**src/rtl/timer_device.sv**
```systemverilog
// timer_device: memory-mapped countdown timer on the device side of the
// CPU-to-device bridge. Register map (addr[3:2]):
//   0 CTRL    bit0 EN, bits[2:1] MODE (00 one-shot, 01 auto-reload, 1x one-shot), bit3 IM
//   1 PRESET  32-bit reload value
//   2 COUNT   32-bit current count, read-only
//   3 PRESCALE (TIMER_PRESCALE_EN defined) / reserved, reads 0 (undefined)
// Ports:
//   clk    system clock, rising-edge
//   reset  synchronous active-high reset
//   addr   byte address, only [3:2] decoded
//   we     write strobe, pre-qualified by bridge
//   din    write data
//   dout   combinational read data
//   irq    registered interrupt request (sticky flag gated by IM)
// Optional macro: TIMER_PRESCALE_EN adds the PRESCALE register and count prescaler.
module timer_device #(
  parameter int unsigned PRESCALE_W = 8
) (
  input  logic        clk,
  input  logic        reset,
  input  logic [31:0] addr,
  input  logic        we,
  input  logic [31:0] din,
  output logic [31:0] dout,
  output logic        irq
);

  typedef enum logic [1:0] {
    S_IDLE = 2'd0,
    S_LOAD = 2'd1,
    S_CNT  = 2'd2,
    S_INT  = 2'd3
  } state_e;

  state_e      state_q, state_d;
  logic [3:0]  ctrl_q, ctrl_d;
  logic [31:0] preset_q, preset_d;
  logic [31:0] count_q, count_d;
  logic        irq_flag_q, irq_flag_d;
  logic        irq_q, irq_d;
  logic        tick;

`ifdef TIMER_PRESCALE_EN
  logic [PRESCALE_W-1:0] prescale_q, prescale_d;
  logic [PRESCALE_W-1:0] pscnt_q, pscnt_d;
`endif

  logic unused_addr_bits;
  assign unused_addr_bits = ^{addr[31:4], addr[1:0]};

  // Read mux
  always_comb begin
    dout = '0;
    case (addr[3:2])
      2'd0: dout = {28'd0, ctrl_q};
      2'd1: dout = preset_q;
      2'd2: dout = count_q;
      default: begin
`ifdef TIMER_PRESCALE_EN
        dout = {{(32-PRESCALE_W){1'b0}}, prescale_q};
`else
        dout = '0;
`endif
      end
    endcase
  end

  always_comb begin
    state_d    = state_q;
    ctrl_d     = ctrl_q;
    preset_d   = preset_q;
    count_d    = count_q;
    irq_flag_d = irq_flag_q;
    tick       = 1'b1;
`ifdef TIMER_PRESCALE_EN
    prescale_d = prescale_q;
    pscnt_d    = pscnt_q;
`endif

    case (state_q)
      S_IDLE: begin
        if (ctrl_q[0]) state_d = S_LOAD;
      end
      S_LOAD: begin
        count_d = preset_q;
`ifdef TIMER_PRESCALE_EN
        pscnt_d = '0;
`endif
        state_d = S_CNT;
      end
      S_CNT: begin
        if (!ctrl_q[0]) begin
          state_d = S_IDLE;
        end else begin
`ifdef TIMER_PRESCALE_EN
          tick    = (pscnt_q == prescale_q);
          pscnt_d = tick ? '0 : pscnt_q + PRESCALE_W'(1);
`endif
          if (tick) begin
            if (count_q > 32'd1) begin
              count_d = count_q - 32'd1;
            end else begin
              count_d    = '0;
              irq_flag_d = 1'b1;
              state_d    = S_INT;
            end
          end
        end
      end
      S_INT: begin
        if (ctrl_q[2:1] == 2'b01) irq_flag_d = 1'b0;
        else                      ctrl_d[0]  = 1'b0;
        state_d = S_IDLE;
      end
      default: state_d = S_IDLE;
    endcase

    // CPU writes are applied last so they win over FSM updates to CTRL and
    // irq_flag in the same cycle; the state transition itself is unaffected.
    if (we) begin
      case (addr[3:2])
        2'd0: begin
          ctrl_d     = din[3:0];
          irq_flag_d = 1'b0;
        end
        2'd1: preset_d = din;
        2'd3: begin
`ifdef TIMER_PRESCALE_EN
          prescale_d = din[PRESCALE_W-1:0];
`endif
        end
        default: ;
      endcase
    end

    irq_d = irq_flag_d & ctrl_d[3];
  end

  always_ff @(posedge clk) begin
    if (reset) begin
      state_q    <= S_IDLE;
      ctrl_q     <= '0;
      preset_q   <= '0;
      count_q    <= '0;
      irq_flag_q <= 1'b0;
      irq_q      <= 1'b0;
`ifdef TIMER_PRESCALE_EN
      prescale_q <= '0;
      pscnt_q    <= '0;
`endif
    end else begin
      state_q    <= state_d;
      ctrl_q     <= ctrl_d;
      preset_q   <= preset_d;
      count_q    <= count_d;
      irq_flag_q <= irq_flag_d;
      irq_q      <= irq_d;
`ifdef TIMER_PRESCALE_EN
      prescale_q <= prescale_d;
      pscnt_q    <= pscnt_d;
`endif
    end
  end

`ifndef TIMER_PRESCALE_EN
  logic [PRESCALE_W-1:0] unused_prescale_w;
  assign unused_prescale_w = '0;
`endif

  assign irq = irq_q;

endmodule

```
**config.mk**
```make
export PLATFORM = sky130hd
export DESIGN_NAME = timer_device
export DESIGN_NICKNAME = d
export VERILOG_FILES = /design/src/rtl/timer_device.sv
export SDC_FILE = /design/constraint.sdc
export NUM_CORES = 1
export LEC_CHECK = 0
export ABC_AREA = 1
export BUFFER_PORTS_ARGS = -buffer_cell sky130_fd_sc_hd__buf_4
export CAP_MARGIN = 10
export CORE_MARGIN = 1.5
export CORE_UTILIZATION = 50
export DETAILED_ROUTE_END_ITERATION = 10
export GPL_ROUTABILITY_DRIVEN = 0
export PLACE_DENSITY = 0.72
export SLEW_MARGIN = 20
export SYNTH_ARGS = -nofsm -noshare
export SYNTH_HDL_FRONTEND = slang
export SYNTH_SLANG_ARGS = --single-unit
```
**constraint.sdc**
```tcl
create_clock -name clk -period 2.3 [get_ports clk]
set_input_delay 0.115 -clock clk [delete_from_list [all_inputs] [get_ports clk]]
set_output_delay 0.115 -clock clk [all_outputs]
set_load 0.02 [all_outputs]
```
==> impl_metrics.yaml <==
logic_synthesis:
  synthMuxAreaShare: 0
  synth_ff_type: "dfxtp_1"
  synthDistinctLibCells: 32
  syn-num-nets: 691
  synth-seq-area-share: 0.349
  netlist_instances: 622
  syn-mean-instance-area_um2: 6.63
  synth-compound-area-share: 0.267
  synth_top_family_by_area: "compound AO/OA/AOI/OAI gates"
  synth_warnings: 0
  synthArstFlopShare: 0
  synth-edff-count: 0
  synth_simple_gate_area_frac: 0.233
  synth_seq_cells: 72
  syn_area_mm2: 0.00413
  yosys.area_share.xor_xnor: 0.0361
  synthAdderAreaFrac: 0.00606
drt:
  drt-total-wl_um: 11300
  first_iter_violations: 236
  firstDrtPassIters: 6
  drcViolationCount: 0
  wl_per_cell_um: 14.3
  dr_total_vias: 4300
  vias_per_cell: 5.44
  ant_nets: 0
timing:
  final_hold_viol_count: 0
  setup_viol: 0
  fin_crit_sh: 0.807
  finClkSkew_ns: 0.0106
  worstMarginPinSlew_ns: 0.729
  maxSlewViolCount: 0
  max_freq_ghz: 0.539
  max-slew-margin-rel: 0.513
  setup_tns_ns: 0
  fin_crit_ns: 1.86
  grt_setup_unrepaired: "no"
power_and_ir_drop:
  switching_power_mw: 1.09
  pwr-share-clk: 0.335
  p_comb_frac: 0.259
  powerDensity_mw_per_mm2: 672
  seq_power_share: 0.405
  ir_drop_uv: 366
  p_leak_nw: 2.15
  internal_power_mw: 2.24
  p_sw_frac: 0.327
setup_path:
  reg2reg_slack_ns: 0.44
  startpoint_type: "flop"
  r2r-end: "count_q[30]"
  cp.depth: 11
  r2r_start: "count_q[0]"
  cp-end-kind: "flop"
  arrival_ns: 2.09
  critPathBufInv: 2
  required_ns: 2.53
  crit_type: "flop to flop"
  path_max_fanout: 27
  slowest_delay_ns: 0.34
  crit_slowest_cell: "dfxtp_1"
  crit_family: "simple AND/OR/NAND/NOR gates"
  reg2regPathDepth: 11
  worstPathCellList: "inv_1, ha_1, nand2_2, nor2_4, nand2_4, nand2_2, nand2_4, nand2_8, inv_6, nand2_1, a21oi_1"
placed_design:
  dp_hpwl_um: 8050
  io_buffers: 69
  placed_cells: 774
floorplanning:
  io_pins: 100
  die_h_um: 93.8
  start_util: 0.526
  rows: 32
  dieArea_mm2: 0.00881
  fp.coreArea_mm2: 0.00785
  fp.dieW_um: 93.8
cts:
  worstSkewPairLatency_ns: 0.35
  htree_levels: 3
  cts_buffer_depth: 2
  ctsResizeCount: 0
  cts_sinks: 72
  cts-root-buf: "clkbuf_8"
  cts_tree: "done"
  clkSlewWorstSetupHoldPaths_ns: 0.08
  cts_made_buffers: 9
cells_and_area:
  drive_gt1_frac: 0.196
  multi_input_area_mm2: 0.00224
  fin_cells: 790
  nNetsFinal: 753
  num-fill-cells: 764
  area_delta_synth_final_pct: 20.0
  antenna_cells: 0
  final_util: 0.631
  seqCellArea_mm2: 0.00144
global_routing:
  grt_max_degree: 37
  grt-ovfl-total: 0
  grt_pass1_wl_um: 19100
  grt_pass1_vias: 4068
  grtUsageTotal: 0.274
  antenna_found_initial: 0
worst_hold_path:
  holdCritStartpoint: "din[28]"
  hold-path-endpoint: "preset_q[28]"
  min_path_type: "primary input to flop"
  whs_path_depth: 3
job:
  maxCapViolations: 0
status:
  status: "finished, final reports clean"
kinds of logic (layout without fill, tap and decap cells):
family	Yosys count	in the layout
AO/OA/AOI/OAI	202	202
XOR/XNOR	17	17
adder cells (fa/ha/maj)	2	2
buffers and inverters	113	179
flip-flops	72	72
AND/OR/NAND/NOR	216	216
per-stage QoR:
stage | hold WS (ns) | setup slack (ns) | power, mW | area (um^2)
after floorplan | 0.184 | 0.689 | 1.98 | 4130
after global placement | 0.337 | 0.521 | 2.20 | 4720
after detailed placement | 0.339 | 0.484 | 2.22 | 4720
after CTS | 0.0310 | 0.450 | 3.32 | 4950
after global routing | 0.0396 | 0.293 | 3.51 | 4950
final | 0.0371 | 0.445 | 3.33 | 4950
how the worst max path moves through the flow:
stage | startpoint | endpoint | slack [ns]
floorplan | count_q[0] | count_q[14] | 0.69
global placement | count_q[0] | count_q[30] | 0.52
detailed placement | count_q[0] | count_q[24] | 0.48
CTS | count_q[0] | count_q[24] | 0.45
global route | state_q[0] | count_q[17] | 0.29
finish | count_q[0] | count_q[30] | 0.44
worst reg2reg max path: cells and delay by family (launching register included):
| kind | cells | cell delay (ns) |
|---|---|---|
| flip-flops | 1 | 0.34 |
| buffers and inverters | 2 | 0.24 |
| adder cells (fa/ha/maj) | 1 | 0.25 |
| AND/OR/NAND/NOR | 7 | 0.85 |
| AO/OA/AOI/OAI | 1 | 0.06 |
registers in the layout (all words and copies together) (netlist names):
signal / count
count_q: 32
ctrl_q: 4
irq: 1
irq_flag_q: 1
preset_q: 32
state_q: 2
cell usage in the layout, fill, tap and decap left out, types with 17 or more instances in the layout:
cell type	count
nand2_1	98
a21oi_1	83
buf_4	80
inv_1	78
o21ai_0	74
dfxtp_1	72
nor2_1	71
o22ai_1	28
nand3_1	17
xor2_1	17
repair_timing:
item	in CTS	in global routing
setup endpoints to repair	0	0
buffers inserted	0	0
hold buffers	1	0
hold endpoints to repair	6	0
cells in the mapped netlist (6+ instances only):
master | n | area share
o21ai_0 | 74 | 0.090
nand3_1 | 17 | 0.021
dfxtp_1 | 72 | 0.35
o22ai_1 | 28 | 0.042
nand2_1 | 99 | 0.090
inv_1 | 78 | 0.071
clkbuf_1 | 24 | 0.022
nor2_4 | 6 | 0.016
xor2_1 | 17 | 0.036
a21oi_2 | 9 | 0.019
nor2_1 | 71 | 0.065
a21oi_1 | 83 | 0.10
nand2_2 | 14 | 0.021
metal layers:
metal / vias to the layer above / track usage / part of all wire
met1: 1981 / 0.343 / 0.44
met2: 144 / 0.464 / 0.48
met3: 18 / 0.0591 / 0.060
met4: 0 / 0.0933 / 0.021
met5: - / 0 / 0
li1: 2157 / - / -
area by class of cell:
cell class,count,share of cell area
clock buffer,10,0.0278
clock inverter,5,0.0164
inverter,83,0.0639
multi-input combinational,437,0.452
sequential,72,0.291
tap,102,0.0258
timing repair buffer,81,0.123
power by group through the flow:
stage	combinational (mW)	clock, mW	sequential [mW]
after floorplan	0.620	0	1.36
after global placement	0.828	0	1.37
after detailed placement	0.844	0	1.37
after CTS	0.855	1.12	1.35
after global routing	0.965	1.18	1.35
final	0.864	1.12	1.35
(Power assumes the default switching activity.)
